[src/rtl/mips_mem_pkg.sv]
// Shared definitions for the MEM-stage store path.
// Contents: store type codes, the full byte-enable mask and the store-buffer entry layout.
package mips_mem_pkg;

  typedef enum logic [2:0] {
    ST_SW  = 3'd0,
    ST_SWL = 3'd1,
    ST_SWR = 3'd2,
    ST_SH  = 3'd3,
    ST_SB  = 3'd4
  } st_type_e;

  localparam logic [3:0] BE_ALL = 4'b1111;

  // One queued store: word address, big-endian aligned data and byte enables.
  // be[3] covers bits 31:24, which is byte offset 0.
  typedef struct packed {
    logic [29:0] addr;
    logic [31:0] wdata;
    logic [3:0]  be;
  } st_entry_t;

endpackage

[src/rtl/store_align.sv]
// Combinational store alignment: maps a store type, a byte offset and the rt value
// onto big-endian byte lanes and a byte-enable mask.
// err flags a misaligned SW/SH or an unknown type code.
module store_align
  import mips_mem_pkg::*;
(
  input  logic [2:0]  st_type,
  input  logic [1:0]  st_offs,
  input  logic [31:0] st_data,
  output logic [31:0] wdata,
  output logic [3:0]  be,
  output logic        err
);

  // Decode the type and offset into lane data, enables and the error flag.
  always_comb begin
    wdata = 32'h0000_0000;
    be    = 4'b0000;
    err   = 1'b0;
    case (st_type)
      ST_SW: begin
        wdata = st_data;
        be    = BE_ALL;
        err   = (st_offs != 2'd0);
      end
      ST_SWL: begin
        // The most significant rt bytes go to the addressed byte and the ones after it.
        wdata = st_data >> {st_offs, 3'b000};
        be    = BE_ALL >> st_offs;
      end
      ST_SWR: begin
        // The least significant rt bytes go to the word start up to the addressed byte.
        wdata = st_data << {(2'd3 - st_offs), 3'b000};
        be    = BE_ALL << (2'd3 - st_offs);
      end
      ST_SH: begin
        wdata = {2{st_data[15:0]}};
        case (st_offs)
          2'd0:    be = 4'b1100;
          2'd2:    be = 4'b0011;
          default: err = 1'b1;
        endcase
      end
      ST_SB: begin
        wdata = {4{st_data[7:0]}};
        be    = 4'b1000 >> st_offs;
      end
      default: err = 1'b1;
    endcase
  end

endmodule

[src/rtl/store_align_buffer.sv]
// MEM-stage store buffer: aligns incoming stores and queues up to DEPTH of them,
// draining the oldest to data memory over a req/ack handshake.
// Optional build macro: STORE_FWD_EN adds a youngest-match store-to-load forwarding port.
module store_align_buffer
  import mips_mem_pkg::*;
#(
  parameter int DEPTH = 4
) (
  input  logic                     clk,
  input  logic                     rst_n,
  input  logic                     st_valid,
  output logic                     st_ready,
  input  logic [2:0]               st_type,
  input  logic [31:0]              st_addr,
  input  logic [31:0]              st_data,
  output logic                     st_err,
  output logic                     mem_req,
  input  logic                     mem_ack,
  output logic [31:0]              mem_addr,
  output logic [31:0]              mem_wdata,
  output logic [3:0]               mem_be,
  output logic [$clog2(DEPTH):0]   count,
  output logic                     empty,
  output logic                     full
`ifdef STORE_FWD_EN
  ,
  input  logic [31:0]              ld_addr,
  output logic                     fwd_hit,
  output logic [31:0]              fwd_data,
  output logic [3:0]               fwd_be
`endif
);

  localparam int AW = $clog2(DEPTH);
  localparam int CW = AW + 1;

  st_entry_t       fifo_r [DEPTH];
  logic [AW-1:0]   wr_ptr_r;
  logic [AW-1:0]   rd_ptr_r;
  logic [CW-1:0]   count_r;
  logic            st_err_r;

  logic [31:0]     al_wdata_s;
  logic [3:0]      al_be_s;
  logic            al_err_s;
  logic            full_s;
  logic            accept_s;
  logic            push_s;
  logic            pop_s;
  st_entry_t       head_s;

  store_align u_align (
    .st_type (st_type),
    .st_offs (st_addr[1:0]),
    .st_data (st_data),
    .wdata   (al_wdata_s),
    .be      (al_be_s),
    .err     (al_err_s)
  );

  assign full_s   = (count_r == CW'(DEPTH));
  // A bad store still completes its handshake; it is simply not enqueued.
  assign accept_s = st_valid && !full_s;
  assign push_s   = accept_s && !al_err_s;
  // An ack only counts while there is a head entry to take.
  assign pop_s    = (count_r != CW'(0)) && mem_ack;
  assign head_s   = fifo_r[rd_ptr_r];

  // FIFO storage, pointers, occupancy and the error pulse.
  always_ff @(posedge clk) begin
    if (!rst_n) begin
      for (int i = 0; i < DEPTH; i++) begin
        fifo_r[i] <= '0;
      end
      wr_ptr_r <= '0;
      rd_ptr_r <= '0;
      count_r  <= '0;
      st_err_r <= 1'b0;
    end else begin
      if (push_s) begin
        fifo_r[wr_ptr_r] <= '{addr: st_addr[31:2], wdata: al_wdata_s, be: al_be_s};
        wr_ptr_r         <= wr_ptr_r + AW'(1);
      end
      if (pop_s) begin
        rd_ptr_r <= rd_ptr_r + AW'(1);
      end
      case ({push_s, pop_s})
        2'b10:   count_r <= count_r + CW'(1);
        2'b01:   count_r <= count_r - CW'(1);
        default: count_r <= count_r;
      endcase
      st_err_r <= accept_s && al_err_s;
    end
  end

  // Head presentation; the fields read zero whenever no entry is pending.
  always_comb begin
    if (count_r != CW'(0)) begin
      mem_addr  = {head_s.addr, 2'b00};
      mem_wdata = head_s.wdata;
      mem_be    = head_s.be;
    end else begin
      mem_addr  = 32'h0000_0000;
      mem_wdata = 32'h0000_0000;
      mem_be    = 4'b0000;
    end
  end

  assign mem_req  = (count_r != CW'(0));
  assign count    = count_r;
  assign empty    = (count_r == CW'(0));
  assign full     = full_s;
  assign st_ready = !full_s;
  assign st_err   = st_err_r;

`ifdef STORE_FWD_EN
  logic [AW-1:0] fwd_idx_s;
  logic          unused_ld_s;

  assign unused_ld_s = ^ld_addr[1:0];

  // Scan oldest to youngest so the youngest matching entry is the one left standing.
  always_comb begin
    fwd_hit   = 1'b0;
    fwd_data  = 32'h0000_0000;
    fwd_be    = 4'b0000;
    fwd_idx_s = '0;
    for (int i = 0; i < DEPTH; i++) begin
      fwd_idx_s = rd_ptr_r + AW'(i);
      if ((CW'(i) < count_r) && (fifo_r[fwd_idx_s].addr == ld_addr[31:2])) begin
        fwd_hit  = 1'b1;
        fwd_data = fifo_r[fwd_idx_s].wdata;
        fwd_be   = fifo_r[fwd_idx_s].be;
      end else begin
        // This entry is invalid or at another word address; keep the previous result.
      end
    end
  end
`endif

endmodule

[config.mk]
export PLATFORM = sky130hd
export DESIGN_NAME = store_align_buffer
export DESIGN_NICKNAME = d
export VERILOG_FILES = /design/src/rtl/mips_mem_pkg.sv /design/src/rtl/store_align.sv /design/src/rtl/store_align_buffer.sv
export SDC_FILE = /design/constraint.sdc
export NUM_CORES = 1
export LEC_CHECK = 0
export BUFFER_PORTS_ARGS = -buffer_cell sky130_fd_sc_hd__buf_2
export CAP_MARGIN = 20
export CORE_MARGIN = 8
export CORE_UTILIZATION = 45
export CTS_CLUSTER_DIAMETER = 80
export DETAILED_ROUTE_END_ITERATION = 10
export HOLD_SLACK_MARGIN = 0.1
export PLACE_DENSITY = 0.75
export SLEW_MARGIN = 40
export SYNTH_ARGS = -nofsm -noshare
export SYNTH_HDL_FRONTEND = slang
export SYNTH_SLANG_ARGS = --single-unit
[constraint.sdc]
create_clock -name clk -period 4.35 [get_ports clk]
set_input_delay 0 -clock clk [delete_from_list [all_inputs] [get_ports clk]]
set_output_delay 0 -clock clk [all_outputs]
set_load 0.01 [all_outputs]
==> qor.csv, run 1 <==
metric,value,unit
netlist_area,13460,um2
start_util,45.52,%
place_congestion,0.9275,
whs,0.1487,ns
synth_area_leaders,"edfxtp_1 (59%), mux4_2 (11%), and2_1 (7.0%)",
drt_wl_total,34320,um
routedWlPerCell,22.23,um
die-area,35690,um2
fp.dieH,188.9,um
insertion_delay,0.53,ns
yosysTopAreaCellShare,58.91,%
r2r_setup_slack,1.48,ns
leakage,6.133,nW
portBuffers,144,
cts_setup_buffers,0,
tightest_slew,0.8811,ns
synth-async-reset-ratio,0,%
fin_crit_sh,65.90,%
clkSinkCount,274,
setup_viol,0,
hold_violations,0,
grt_pass1_vias,9379,
dr.first_iter.drc_count,573,
relSlewSlack,41.26,%
io_pins,147,
root_buffer,clkbuf_16,
skew,0.008409,ns
p_per_area,452.7,nW/um2
slew_viol_final,0,
period_minus_slack,2.867,ns
ys_seq_area_share,60.40,%
ys_ff_latch,274,
synth_top_cell_by_area,edfxtp_1,
grt.total_usage,18.88,%
grt_overflow,0,
path_clk_slew,0.06,ns
ff2ff_path_depth,6,
slowest_delay,0.59,ns
worstPathArrival,3.15,ns
ir_drop,0.3278,mV
cts_tree,built,
cts_resized,0,
syn_to_final_growth,18.95,%
ant_nets,0,
hold_path_class,in -> reg,
avgViaCountPerCell,5.747,
path_class,reg -> reg,
synth-main-ff-cell,edfxtp_1,
grt_antenna_before_repair,0,
via_count,8874,
numCtsBuffers,27,
rsz0062_at_grt,no,
cts_buffer_depth,3,
synth_commonest_cells,"edfxtp_1 (264), and2_1 (151), nor2_1 (103)",
htree_levels,1,
post-route-util,54.15,%
r2r-start,count[2],
endpoint_kind,flop,
crit_path_cell_trace,"or3b_1, and3_4, nand3_1, buf_4, a21oi_1, dlygate4sd3_1",
crit_end,fifo_r[0][22],
cp_slowest_cell,dlygate4sd3_1,
yosysMostFrequentCell,edfxtp_1,
synth_cell_types,58,
layout-drive-gt1-share,27.04,%
worstSetupStartpoint,count[2],
finalSetupTns,0,ns
grt_pass1_wl,53400,um
num-nets-final,1212,
cp_max_fo,33,
fmax,348.8,MHz
syn_inst,953,
hpwl,20410,um
drt_first_pass_iters,5,
status,completed,
synth_enable_flop_cells,264,
syn_avg_cell_area,14.12,um2
drcViolationCount,0,
antenna_cells,0,
dieWidth,188.9,um
cp-start-kind,flop,
rows,63,
rr_endpoint,fifo_r[0][22],
ys_warn_count,0,
design.core.area,29560,um2
cap_violations,0,
grt_max_degree,70,
crit_required,4.63,ns
routing by layer:
layer / track usage, % / routed length (um) / vias up
met2: 32.75 / 17160 / 388
met4: 4.239 / 708 / 0
met1: 24.14 / 13780 / 4476
met3: 3.808 / 2673 / 53
li1: - / - / 3957
met5: 0 / 0 / -
timing repair:
action	4_1_cts	5_1_grt
hold endpoints to repair	258	0
endpoints found under the setup margin	0	0
hold buffers	75	0
final cells by class:
| cell class | instances | area [um2] |
|---|---|---|
| clock inverter | 13 | 113.9 |
| fill | 2427 | 13550 |
| timing repair buffer | 231 | 1568 |
| multi-input combinational | 599 | 4991 |
| inverter | 6 | 22.52 |
| tap | 390 | 488.0 |
| sequential | 274 | 8133 |
| clock buffer | 31 | 690.7 |
power breakdown:
group / leakage, nW / total, W / switching [W] / internal, W
clock network: 0.400 / 0.00219 / 0.000944 / 0.00124
logic: 2.92 / 0.00186 / 0.00101 / 0.000851
registers: 2.82 / 0.00320 / 0.000138 / 0.00306
total: 6.13 / 0.00725 / 0.00209 / 0.00516
logic make-up (layout without fill, tap and decap cells):
kind of cell               Yosys count  count (layout)  share of synthesized area (%)
muxes                              104             104                          13.87
buffers and inverters               81             281                          3.133
xor gates and xnor gates             4               4                         0.2604
and+or+nand+nor                    367             367                          15.78
AOI/OAI and AO/OA                  120             120                          6.286
adders and majority gates            2               2                         0.2417
DFF                                274             274                          60.40
other                                1               2                        0.02787
worst min-delay path by stage:
| stage | start | endpoint | slack (ns) | depth (start not counted) |
|---|---|---|---|---|
| floorplan | rst_n | wr_ptr_r[1] | 0.14 | 2 |
| global placement | st_addr[25] | fifo_r[2][59] | 0.32 | 2 |
| detailed placement | st_addr[9] | fifo_r[1][43] | 0.32 | 2 |
| CTS | st_data[16] | fifo_r[3][20] | 0.10 | 5 |
| global route | st_data[16] | fifo_r[3][20] | 0.18 | 5 |
| finish | st_data[16] | fifo_r[3][20] | 0.15 | 5 |
stage by stage:
stage	setup slack [ns]	std cells	power [W]	cell area (um2)
floorplan	1.032	954	0.004426	13460
global placement	1.351	1425	0.005061	14410
detailed placement	1.517	1425	0.005104	14450
CTS	1.488	1544	0.007332	16000
global route	1.371	1544	0.007557	16010
finish	1.483	1544	0.007245	16010
worst max-delay path, delay by kind of cell (launching register included):
family / cells / cell delay, ns
simple gates: 3 / 1.10
buf+inv: 2 / 1.03
compound gates: 1 / 0.09
flops: 1 / 0.38
layout by cell type, fill, tap and decap left out, drive strengths merged, types with 3 or more instances in the layout:
cell type / instances
edfxtp: 264
and2: 176
buf: 156
nor2: 104
dlygate4sd3: 75
mux4: 66
a21oi: 45
mux2i: 38
and3: 36
clkbuf: 31
o2bb2ai: 13
o21ai: 12
nand2: 11
dfxtp: 10
clkinv: 10
o22ai: 8
a22oi: 8
nand2b: 7
a22o: 7
inv: 7
nor3b: 7
nor3: 7
a221oi: 5
nand3: 5
or3: 5
a221o: 4
a211oi: 4
a2111oi: 4
xnor2: 3
nor2b: 3
registers in the layout, indices dropped and copies added (netlist names), named ones only:
register	flops
count	3
fifo_r	264
rd_ptr_r	2
st_err	1
wr_ptr_r	2
Note: power is estimated with default switching activity, not from simulation.
==> run 2: changes to the inputs <==
--- a/config.mk
+++ b/config.mk
@@ -12,7 +12,7 @@
 export CTS_CLUSTER_DIAMETER = 80
 export DETAILED_ROUTE_END_ITERATION = 10
 export HOLD_SLACK_MARGIN = 0.1
-export PLACE_DENSITY = 0.75
+export PLACE_DENSITY = 0.77
 export SLEW_MARGIN = 40
 export SYNTH_ARGS = -nofsm -noshare
 export SYNTH_HDL_FRONTEND = slang
==> constraint.sdc (replaced) <==
create_clock -name clk -period 2.35 [get_ports clk]
set_input_delay 0 -clock clk [delete_from_list [all_inputs] [get_ports clk]]
set_output_delay 0 -clock clk [all_outputs]
set_load 0.01 [all_outputs]
==> run 2 against run 1 <==
Against the previous run:
- maximum frequency is 27% higher
- flip-flop and latch count unchanged
- final area increased by 3.3%
- via count up 0.38%
- core utilization rose by 1.8 points
- sequential share of layout area down 1.6 points
- die area unchanged
- first-iteration DRC count up 51%
- largest cell class unchanged
- routed wire length grew 0.22%
- critical endpoint is now count[2]
==> qor.csv, run 2 (same netlist as run 1, synthesis figures left out) <==
metric,value,unit,change
largest_reg_flops,264,,unchanged
path_class,reg -> reg,,
fmax,442.4,MHz,+27%
tightest_slew,0.8051,ns,-0.07600 ns
hold_path_startpoint,st_data[8],,
drcViolationCount,0,,unchanged
avgViaCountPerCell,5.642,,-1.8%
n_fill_cell,2383,,-1.8%
worstSetupStartpoint,count[2],,
drt_first_pass_iters,7,,+2
dr.first_iter.drc_count,867,,+51%
ant_nets,0,,unchanged
relSlewSlack,46.22,%,+5.0 points
path_clk_slew,0.06,ns,about the same
cts_tree,built,,
fin_crit_sh,96.19,%,+30 points
grt_pass1_wl,53830,um,+0.80%
worstPathArrival,2.72,ns,-0.43 ns
layout_common_cells,"edfxtp_1 (264), and2_1 (151), buf_2 (144)",,
status,completed,,
antenna_cells,0,,unchanged
fp.dieH,188.9,um,unchanged
insertion_delay,0.54,ns,about the same
cp-start-kind,flop,,
grt_overflow,0,,unchanged
io_pins,147,,unchanged
grt_max_degree,70,,unchanged
layout-drive-gt1-share,30.70,%,+3.7 points
dpl_cell_area,14870,um2,+2.9%
final_common_cell,edfxtp_1,,
grt.total_usage,19.03,%,+0.15 points
clkSinkCount,274,,unchanged
leakage,6.402,nW,+4.4%
cp_max_fo,5,,-85%
place_congestion,0.9132,,-1.5%
drt_wl_total,34400,um,+0.22%
via_count,8908,,+0.38%
rows,63,,unchanged
hold_path_class,in -> reg,,
p_per_area,869.3,nW/um2,+92%
root_buffer,clkbuf_16,,
grt_pass1_vias,9461,,+0.87%
cts_buffer_depth,3,,unchanged
slew_viol_final,0,,unchanged
grt_antenna_before_repair,0,,unchanged
numCtsBuffers,28,,+3.7%
htree_levels,1,,unchanged
top_register,fifo_r,,
num-nets-final,1240,,+2.3%
fin_area,16530,um2,+3.3%
die-area,35690,um2,unchanged
endpoint_kind,flop,,
skew,0.006973,ns,-0.001436 ns
syn_to_final_growth,22.84,%,
start_util,45.52,%,unchanged
hpwl,21220,um,+4.0%
routedWlPerCell,21.79,um,-2.0%
cap_violations,0,,unchanged
crit_required,2.81,ns,-1.82 ns
design.core.area,29560,um2,unchanged
dieWidth,188.9,um,unchanged
ir_drop,0.6415,mV,+96%
setup_viol,0,,unchanged
cts_setup_buffers,0,,unchanged
portBuffers,144,,unchanged
period_minus_slack,2.260,ns,-0.6063 ns
finalSetupTns,0,ns,unchanged
r2r-start,count[2],,
hold_violations,0,,unchanged
run 2: cell types whose count changed in the layout (fill, tap and decap cells not counted), moves of 2 or more:
cell	previous run	this run
buf_12	0	14
buf_4	12	34
bufinv_16	2	6
clkbuf_8	0	2
clkinv_1	4	1
clkinv_2	6	8
dlygate4sd3_1	75	64
nand2_4	1	3
nand2_8	3	0
run 2: repair_timing:
action                                  4_1_cts  5_1_grt
cloned                                        0        0
endpoints found under the setup margin        3       20
resized for setup                             2        5
hold endpoints to repair                    238        0
hold buffers                                 64        0
run 2: critical path, cell delays in order, from the launching register on:
cell	delay, ns
dfxtp_2	0.35
or3b_4	0.42
nand3_2	0.11
ha_2	0.20
inv_1	0.05
fa_1	0.38
xor2_1	0.16
or3_1	0.32
a21boi_0	0.17
run 2: layer usage:
layer  global-route usage, %  vias to the layer above  wire length (um)
li1                        -                     4019                 -
met1                   24.40                     4425             13670
met2                   32.62                      410             17260
met3                   4.286                       54              2817
met4                   4.209                        0               650
met5                       0                        -                 0
run 2: power breakdown:
| group | internal [W] | switching, W |
|---|---|---|
| logic | 0.00176 | 0.00198 |
| registers | 0.00567 | 0.000175 |
| clock network | 0.00292 | 0.00187 |
| total | 0.0103 | 0.00402 |
run 2: worst paths after layout:
| check | end | slack (ns) | depth (start not counted) |
|---|---|---|---|
| worst max register to register | count[2] | 0.09 | 8 |
| worst max-delay path | count[2] | 0.09 | 8 |
| worst min register to register | wr_ptr_r[1] | 0.51 | 2 |
| worst min-delay path | fifo_r[2][12] | 0.13 | 5 |
run 2: cell type report:
class / count / area (um2) / area share (%)
Sequential cell: 274 / 8137 / 49.22
Multi-Input combinational cell: 599 / 4967 / 30.05
Timing Repair Buffer: 258 / 1919 / 11.61
Clock buffer: 35 / 747.0 / 4.519
Tap cell: 390 / 488.0 / 2.952
Clock inverter: 17 / 249.0 / 1.506
Inverter: 6 / 22.52 / 0.1363
run 2: metrics by stage:
step | util, % | power, W | setup WS (ns) | cells | hold WS (ns)
3_5_place_dp | 50.31 | 0.009650 | -0.0009481 | 1463 | 0.3211
2_1_floorplan | - | 0.008187 | 0.03057 | 954 | 0.1399
5_1_grt | 55.92 | 0.01497 | -0.006009 | 1579 | 0.1304
4_1_cts | 55.86 | 0.01451 | 0.02616 | 1579 | 0.1017
6_report | 55.92 | 0.01437 | 0.08964 | 1579 | 0.1262
3_3_place_gp | 50.31 | 0.009572 | 0.06943 | 1463 | 0.3180
